===== src/rtl/dla_xbar_pkg.sv =====
// ---------------------------------------------------------------------------
// dla_xbar_pkg
// Shared types and default sizing for the xbar config collector slice.
//   xbar_cfg_state_e          : collector FSM states (COLLECT, HOLD)
//   DEFAULT_CONFIG_DATA_WIDTH : width of one config beat
//   DEFAULT_CONFIG_BEAT_COUNT : beats per xbar config packet
// ---------------------------------------------------------------------------
package dla_xbar_pkg;

  localparam int DEFAULT_CONFIG_DATA_WIDTH = 32;
  localparam int DEFAULT_CONFIG_BEAT_COUNT = 4;

  typedef enum logic {
    COLLECT = 1'b0,
    HOLD    = 1'b1
  } xbar_cfg_state_e;

endpackage


===== src/rtl/dla_xbar_config_collector_if.sv =====
// ---------------------------------------------------------------------------
// dla_xbar_config_collector_if
// Config beat stream (valid/ready handshake).
//   config_data  : beat payload, DW bits
//   config_valid : beat valid (source -> sink)
//   config_ready : beat accepted when valid & ready (sink -> source)
// Modports: master = beat source, slave = beat sink.
// ---------------------------------------------------------------------------
interface dla_xbar_config_collector_if
  import dla_xbar_pkg::*;
#(
  parameter int DW = DEFAULT_CONFIG_DATA_WIDTH
) ();

  logic [DW-1:0] config_data;
  logic          config_valid;
  logic          config_ready;

  modport master (output config_data, output config_valid, input  config_ready);
  modport slave  (input  config_data, input  config_valid, output config_ready);

endinterface


===== src/rtl/dla_xbar_config_beat_assembler.sv =====
// ---------------------------------------------------------------------------
// dla_xbar_config_beat_assembler
// Beat counter plus packet register. Beat k lands in pkt_o[k*DW +: DW]; the
// counter wraps to 0 on the last beat, with done_o flagging that handshake.
//   clk, i_aresetn : clock, asynchronous active-low reset
//   en_i           : collector allows this buffer to take beats
//   beat_if        : beat stream sink (ready mirrors en_i)
//   pkt_o          : assembled packet, DW*BC bits
//   count_o        : beats accepted into the packet in progress
//   done_o         : last beat of a packet accepted this cycle
// ---------------------------------------------------------------------------
module dla_xbar_config_beat_assembler
  import dla_xbar_pkg::*;
#(
  parameter int DW = DEFAULT_CONFIG_DATA_WIDTH,
  parameter int BC = DEFAULT_CONFIG_BEAT_COUNT,
  parameter int CW = $clog2(BC) + 1
) (
  input  logic                  clk,
  input  logic                  i_aresetn,
  input  logic                  en_i,
  dla_xbar_config_collector_if.slave beat_if,
  output logic [DW*BC-1:0]      pkt_o,
  output logic [CW-1:0]         count_o,
  output logic                  done_o
);

  logic [CW-1:0] count_q;
  logic          accept;

  assign beat_if.config_ready = en_i;
  assign accept  = beat_if.config_valid & en_i;
  assign done_o  = accept & (count_q == CW'(BC - 1));
  assign count_o = count_q;

  always_ff @(posedge clk or negedge i_aresetn) begin
    if (!i_aresetn) begin
      count_q <= '0;
    end else if (accept) begin
      count_q <= done_o ? '0 : count_q + 1'b1;
    end
  end

  // One register per beat slot; the counter selects which slot captures.
  for (genvar gi = 0; gi < BC; gi++) begin : g_word
    logic [DW-1:0] word_q;

    always_ff @(posedge clk or negedge i_aresetn) begin
      if (!i_aresetn) begin
        word_q <= '0;
      end else if (accept && (count_q == CW'(gi))) begin
        word_q <= beat_if.config_data;
      end
    end

    assign pkt_o[gi*DW +: DW] = word_q;
  end

endmodule


===== src/rtl/dla_xbar_config_collector.sv =====
// ---------------------------------------------------------------------------
// dla_xbar_config_collector
// Collects CONFIG_BEAT_COUNT config beats into one packet for the xbar
// control FSM and holds it until serviced.
//   clk                 : clock (rising edge)
//   i_aresetn           : asynchronous active-low reset
//   i_config_data/valid : beat input, o_config_ready : beat accepted
//   o_config_pkt        : assembled packet (beat 0 in LSBs)
//   o_config_pkt_valid  : packet complete and held
//   i_config_serviced   : consumer has copied the packet
//   o_config_beat_count : beats accepted into the packet in progress
// Optional macro DLA_XBAR_CONFIG_PREFETCH_EN adds a shadow buffer so beats
// keep flowing while a packet is held (back-to-back packets).
// ---------------------------------------------------------------------------
module dla_xbar_config_collector
  import dla_xbar_pkg::*;
#(
  parameter int CONFIG_DATA_WIDTH         = DEFAULT_CONFIG_DATA_WIDTH,
  parameter int CONFIG_BEAT_COUNT         = DEFAULT_CONFIG_BEAT_COUNT,
  parameter int CONFIG_BEAT_COUNTER_WIDTH = $clog2(CONFIG_BEAT_COUNT) + 1
) (
  input  logic                                       clk,
  input  logic                                       i_aresetn,
  input  logic [CONFIG_DATA_WIDTH-1:0]               i_config_data,
  input  logic                                       i_config_valid,
  output logic                                       o_config_ready,
  output logic [CONFIG_DATA_WIDTH*CONFIG_BEAT_COUNT-1:0] o_config_pkt,
  output logic                                       o_config_pkt_valid,
  input  logic                                       i_config_serviced,
  output logic [CONFIG_BEAT_COUNTER_WIDTH-1:0]       o_config_beat_count
);

  localparam int PKT_W = CONFIG_DATA_WIDTH * CONFIG_BEAT_COUNT;
  localparam int CW    = CONFIG_BEAT_COUNTER_WIDTH;
`ifdef DLA_XBAR_CONFIG_PREFETCH_EN
  localparam int NUM_BUF = 2;
`else
  localparam int NUM_BUF = 1;
`endif

  xbar_cfg_state_e state_q;
  logic            ready_q;
  logic            pkt_valid_q;
  logic            front_sel;

  logic [NUM_BUF-1:0] buf_en;
  logic [NUM_BUF-1:0] buf_ready;
  logic [NUM_BUF-1:0] buf_done;
  logic [PKT_W-1:0]   buf_pkt   [NUM_BUF];
  logic [CW-1:0]      buf_count [NUM_BUF];

  for (genvar gi = 0; gi < NUM_BUF; gi++) begin : g_buf
    dla_xbar_config_collector_if #(.DW(CONFIG_DATA_WIDTH)) beat_if ();

    assign beat_if.config_data  = i_config_data;
    assign beat_if.config_valid = i_config_valid;
    assign buf_ready[gi]        = beat_if.config_ready;
    // The front buffer fills while collecting; the other (shadow) fills in HOLD.
    assign buf_en[gi] = ready_q & ((state_q == COLLECT) == (1'(gi) == front_sel));

    dla_xbar_config_beat_assembler #(
      .DW(CONFIG_DATA_WIDTH),
      .BC(CONFIG_BEAT_COUNT),
      .CW(CW)
    ) u_asm (
      .clk      (clk),
      .i_aresetn(i_aresetn),
      .en_i     (buf_en[gi]),
      .beat_if  (beat_if),
      .pkt_o    (buf_pkt[gi]),
      .count_o  (buf_count[gi]),
      .done_o   (buf_done[gi])
    );
  end

  assign o_config_ready     = |buf_ready;
  assign o_config_pkt_valid = pkt_valid_q;

`ifdef DLA_XBAR_CONFIG_PREFETCH_EN
  logic sel_q;
  logic shadow_full_q;

  assign front_sel           = sel_q;
  assign o_config_pkt        = buf_pkt[sel_q];
  assign o_config_beat_count = (state_q == HOLD) ? buf_count[~sel_q] : buf_count[sel_q];

  // Buffers swap roles on service, so a shadow packet is "transferred" by
  // reselecting it rather than copying, and a partial shadow keeps its beats.
  always_ff @(posedge clk or negedge i_aresetn) begin
    if (!i_aresetn) begin
      state_q       <= COLLECT;
      ready_q       <= 1'b0;
      pkt_valid_q   <= 1'b0;
      sel_q         <= 1'b0;
      shadow_full_q <= 1'b0;
    end else begin
      case (state_q)
        COLLECT: begin
          ready_q <= 1'b1;
          if (buf_done[sel_q]) begin
            state_q     <= HOLD;
            pkt_valid_q <= 1'b1;
          end
        end
        HOLD: begin
          if (i_config_serviced) begin
            sel_q         <= ~sel_q;
            shadow_full_q <= 1'b0;
            ready_q       <= 1'b1;
            if (!(shadow_full_q || buf_done[~sel_q])) begin
              state_q     <= COLLECT;
              pkt_valid_q <= 1'b0;
            end
          end else if (buf_done[~sel_q]) begin
            // Both buffers full: stall the source until service.
            shadow_full_q <= 1'b1;
            ready_q       <= 1'b0;
          end
        end
        default: state_q <= COLLECT;
      endcase
    end
  end
`else
  assign front_sel           = 1'b0;
  assign o_config_pkt        = buf_pkt[0];
  assign o_config_beat_count = buf_count[0];

  always_ff @(posedge clk or negedge i_aresetn) begin
    if (!i_aresetn) begin
      state_q     <= COLLECT;
      ready_q     <= 1'b0;
      pkt_valid_q <= 1'b0;
    end else begin
      case (state_q)
        COLLECT: begin
          ready_q <= 1'b1;
          if (buf_done[0]) begin
            state_q     <= HOLD;
            ready_q     <= 1'b0;
            pkt_valid_q <= 1'b1;
          end
        end
        HOLD: begin
          if (i_config_serviced) begin
            state_q     <= COLLECT;
            ready_q     <= 1'b1;
            pkt_valid_q <= 1'b0;
          end
        end
        default: state_q <= COLLECT;
      endcase
    end
  end
`endif

endmodule


===== config.mk =====
export PLATFORM = sky130hd
export DESIGN_NAME = dla_xbar_config_collector
export DESIGN_NICKNAME = d
export VERILOG_FILES = /design/src/rtl/dla_xbar_pkg.sv /design/src/rtl/dla_xbar_config_collector_if.sv /design/src/rtl/dla_xbar_config_beat_assembler.sv /design/src/rtl/dla_xbar_config_collector.sv
export SDC_FILE = /design/constraint.sdc
export NUM_CORES = 1
export LEC_CHECK = 0
export CAP_MARGIN = 20
export CORE_MARGIN = 3
export CORE_UTILIZATION = 40
export CTS_CLUSTER_DIAMETER = 30
export DETAILED_ROUTE_END_ITERATION = 7
export PLACE_DENSITY_LB_ADDON = 0.15
export SYNTH_ARGS = -nofsm -noshare
export SYNTH_HDL_FRONTEND = slang
export SYNTH_SLANG_ARGS = --single-unit
export TNS_END_PERCENT = 50

===== constraint.sdc =====
create_clock -name clk -period 4.25 [get_ports clk]
set_clock_uncertainty 0.15 [all_clocks]
set_input_delay 0.85 -clock clk [delete_from_list [all_inputs] [get_ports clk]]
set_output_delay 0.85 -clock clk [all_outputs]
set_load 0.02 [all_outputs]

# Word-level counts from Yosys, hierarchy flattened
# Cells that the tools add are included.
# classes
addsub	1
eq_ne	5
mux	10
n_bitwise	4
n_reduce_logical	6
# ops
cell	n
$eq 3x2->1 const B	2
$mux 1	6
$pmux 1 s2	3
$logic_and 1x1->1	4
$add 3x1->3 const B	1
$and 1x1->1	3
$eq 3x1->1 const B	1
$logic_not 3->1	1
$mux 3	1
$ne 2x1->1 const B	1
$ne 2x2->1 const B	1
$reduce_and 2->1	1
$not 1->1	1
# totals
regBits	134
inputBits	36
out_inout_bits	133
wordCells	34

# Depth between registers and ports, before layout
# depth
ltp_word	6
ltp_mapped	5
ltp_nobuf	4

# Hierarchy
# Synthesis repeated with hierarchy kept, for this count alone.
# hier_totals
cells_unflattened	302
area_unflattened_um2	5113.7
# modules_own_cells
module	instances	cells_per_inst	area_per_inst_um2	seq_area_each_um2
dla_xbar_config_beat_assembler	1	291	4993.5	3278.1
dla_xbar_config_collector	1	11	120.1	75.1

# Worst setup path before layout
# Ideal clock, no wire load.
# synth_timing
kind	input port to flip-flop
start	input port i_config_valid
end	register g_buf[0].u_asm.g_word[2].word_q[10]
setup_time_ns	0.125
arrival_ns	1.748
required_ns	3.975
setup_slack_ns	2.228
stages	4
path_buffers	1
path_cell_list	nand3b_4 nor3b_4 buf_6 mux2_2
# synth_between
elab_chain_cells	2
# synth_lines
element	line	text
start: declaration	dla_xbar_config_collector.sv:25	input logic i_config_valid,
$and 1x1->1	dla_xbar_config_beat_assembler.sv:32	assign accept = beat_if.config_valid & en_i;
$logic_and 1x1->1	dla_xbar_config_beat_assembler.sv:51	end else if (accept && (count_q == CW'(gi))) begin
end signal: assignment	dla_xbar_config_beat_assembler.sv:52	word_q <= beat_if.config_data;
end: declaration	dla_xbar_config_beat_assembler.sv:46	logic [DW-1:0] word_q;
# No other way between the ends.
# A chain may end at the register's enable or synchronous reset.

# Worst setup path in the final report
# layout_timing
start	input port i_config_valid
end	register g_buf[0].u_asm.g_word[1].word_q[30]
# layout_between
elab_chain_cells	2
# layout_lines
element	line
$and 1x1->1	dla_xbar_config_beat_assembler.sv:32
$logic_and 1x1->1	dla_xbar_config_beat_assembler.sv:51
end signal: assignment	dla_xbar_config_beat_assembler.sv:52
end: declaration	dla_xbar_config_beat_assembler.sv:46
# No other way between the ends.

==> results.txt <==
----------------------------------------------------
[Floorplan]
  Placement row count ... 41
  Core area ... between 0.01 and 0.015 mm2
  Width of the chip ... 122 um
  Effective utilization at floorplan ... between 40% and 50%
  I/O pin total ... 169
  Vertical extent of the die ... about 120 um
  Die footprint ... 0.0149 mm2

[Cells and area]
  Post-route cell area ... just under 0.008 mm2
  Most common cell after layout, fill and taps aside ... sky130_fd_sc_hd__clkdlybuf4s50_1
  Number of nets in the layout ... 518
  Commonest non-fill, non-tap cells in the layout ... sky130_fd_sc_hd__clkdlybuf4s50_1, sky130_fd_sc_hd__dfrtp_1, sky130_fd_sc_hd__mux2_2, sky130_fd_sc_hd__mux2_4, sky130_fd_sc_hd__clkbuf_16
  Layout cell share with drive strength beyond 1 ... 34.8%
  Synthesis-to-layout area growth ... 45.1%
  Final non-filler cell total ... 663
  Diodes inserted ... 0

[Synthesis]
  Proportion of synthesized area in mux cells ... 31.0%
  Yosys warns ... 0
  Count of cell types in the netlist ... 19
  Xor/xnor share of the synthesized area ... 0%
  Complex-gate fraction of the synthesized area ... 0.582%
  Register bit count reported by yosys ... 134
  Combinational family with the most area after synthesis ... multiplexers
  Synthesized area ... between 0.005 and 0.006 mm2
  Number of cells produced by synthesis ... between 200 and 300
  Area share of fa/ha/maj cells after synthesis ... 0.931%
  Synthesized-area fraction occupied by and/or/nand/nor cells ... 2.56%
  Proportion of synthesized chip area in sequential cells ... 62.4%
  Synthesized netlist net count ... ~340
  Synth Area per Inst ... around 18 um2

[Worst hold path]
  Worst hold path class ... reg2reg
  Min-delay src ... g_buf[0].u_asm.g_word[2].word_q[25]
  Worst Hold Depth ... 1
  Destination of the worst hold path ... g_buf[0].u_asm.g_word[2].word_q[25]

[Routing]
  Ratio of routed vias to standard cells ... 4.73
  DRC violation count after routing ... 0
  Count of nets left with antenna violations after detail routing ... 0
  Drt first-iter violations ... 105
  Wire length reported by the detailed router ... roughly 12000 um
  Detailed Routing Iterations Pass 1 ... 4
  Vias after detailed routing ... ~3100
  Routed len/inst ... 18.2 um

[Timing]
  Final TNS setup ... 0 ns
  Worst-case headroom to the max-slew limit ... 43.5%
  Final Max Slew Viols ... 0
  Unrepaired setup endpoints after global routing ... false
  Post-layout minimum cycle time ... 2.78 ns
  Total setup violations reported at the end of the flow ... 0
  Total count of hold-check failures in the final report ... 0
  Setup WS post-layout ... between 1 and 1.5 ns
  Share of the clock period used by the worst path after layout ... around two thirds
  Worst-margin pin slew ... about 0.85 ns
  Maximum achievable frequency ... between 0.3 and 0.4 GHz

[Worst setup path]
  Kind of launch point of the worst setup path ... primary input
  Worst stage delay on the critical path ... 0.59 ns
  Critical R2R Launch ... state_q
  R2r endpoint ... g_buf[0].u_asm.g_word[1].word_q[30]
  Critical Path Fanout Max ... 32
  Cell breakdown of the critical path ... clkdlybuf4s50_1 -> and3b_1 -> nand3b_4 -> mux2_4
  Worst path bufs/invs ... 1
  Crit Path Class ... in2reg
  Depth of the most critical reg-to-reg path ... 3
  Data required time of the worst path ... 4.39 ns
  Reg-to-reg setup timing slack ... approximately 2.0 ns
  Endpoint arrival time on the critical path ... 2.93 ns
  Crit end category ... register
  Crit-path leading delay family ... simple AND/OR/NAND/NOR gates
  Slowest-stage cell, CP ... sky130_fd_sc_hd__nand3b_4

[Global route]
  Wire length of the first global-routing pass ... 19200 um
  Pin count of the biggest net entering global routing ... 69
  Via count of the first global-routing pass ... 3441
  Initial antenna violation count ... 0
  Total overflow reported by the global router ... 0
  All-Layer GR Usage ... 17.2%

[Clock network]
  Number of clock sinks seen by CTS ... 134
  Clk_lat worst skew ... 0.42 ns
  Buffer cell driving the clock tree root ... sky130_fd_sc_hd__clkbuf_16
  Number of buffers on the longest clock path ... 2
  Worst-path clk slew ... ~0.050 ns
  Maximum level of the CTS H-tree ... 4
  TritonCTS Buffers ... 17
  Post-CTS Hold Fix Bufs ... 0
  Post-CTS resize count ... 0
  Number of setup buffers added after CTS ... 0
  Clock tree from TritonCTS ... yes

[Placed design]
  Number of instances in the placed design ... 631
  I/O Buffers ... 168
  Final HPWL DP ... 8290 um
  Placed standard-cell area ... roughly 0.0072 mm2
  Worst slack at placement ... 1.03 ns
  Routability congestion estimate from global placement ... roughly 0.75

[Pwr]
  Peak VDD IR ... 426 uV
  Total leakage power ... 3.50 nW
  Total power ... 7.31 mW
  Total power divided by cell area ... 937 mW/mm2

[Flow run]
  Number of maximum-capacitance constraint violations ... 0

[Status]
  Run status ... finished, final reports clean

----------------------------------------------------
-- report_power, final --
part	internal [mW]	switching, mW	total (mW)	leakage, nW
registers	1.93	0.364	2.29	1.60
logic	1.96	1.56	3.51	1.61
clock network	0.969	0.536	1.50	0.292
total	4.85	2.46	7.31	3.50
-- area by class of cell --
type                            count  area, um2
Fill cell                         982       5070
Timing Repair Buffer              173       1720
Clock inverter                     11        148
Tap cell                          172        215
Multi-Input combinational cell    150       1890
Inverter                            2       7.51
Clock buffer                       21        470
Sequential cell                   134       3350
-- synth_stat cells (all sizes together) --
master	n	area share, %
mux2	128	31
o21ai	3	0.28
nand2b	2	0.37
nand3	2	0.19
ha	4	0.93
nor2	3	0.26
dfrtp	134	62
inv	2	0.14
buf	13	2.4
a2bb2oi	1	0.16
nor2b	1	0.12
and3b	1	0.16
nor3b	1	0.35
nand3b	3	1.1
a21boi	1	0.14
-- metal layers --
layer	GRT usage (%)	part of all wire, %	vias to the layer above	wire [um]
li1	-	-	1413	-
met1	21.7	43	1609	5180
met2	26.8	48	102	5780
met3	7.34	7.9	15	952
met4	5.88	1.3	0	157
met5	0	0	-	0
-- how the worst max path moves through the flow --
stage	cells past startpoint	startpoint	slack [ns]	endpoint
3_5_place_dp	4	i_config_valid	1.03	g_buf[0].u_asm.g_word[1].word_q[30]
4_1_cts	4	i_config_valid	1.46	g_buf[0].u_asm.g_word[1].word_q[30]
6_report	4	i_config_valid	1.47	g_buf[0].u_asm.g_word[1].word_q[30]
3_3_place_gp	4	i_config_valid	1.09	g_buf[0].u_asm.g_word[1].word_q[11]
5_1_grt	4	i_config_valid	1.37	g_buf[0].u_asm.g_word[0].word_q[15]
2_1_floorplan	4	i_config_valid	2.23	g_buf[0].u_asm.g_word[2].word_q[10]
-- through the flow --
step | hold slack (ns) | utilization (%)
CTS | 0.357 | 60.6
global route | 0.365 | 60.6
finish | 0.353 | 60.6
global placement | 0.339 | 55.8
floorplan | 0.329 | -
detailed placement | 0.340 | 55.8
-- kinds of logic after synthesis --
logic type               Yosys count
adder cells (fa/ha/maj)            4
buffers and inverters             15
multiplexers                     128
flip-flops                       134
AO/OA/AOI/OAI                      5
AND/OR/NAND/NOR                   13
-- state kept, by name, summed over array words and instances (netlist names) --
register and flops:
g_buf.u_asm.g_word.word_q 128, g_buf.u_asm.count_o 3, o_config_pkt_valid 1, ready_q 1, state_q 1
Power figures use the tool's default switching activity.
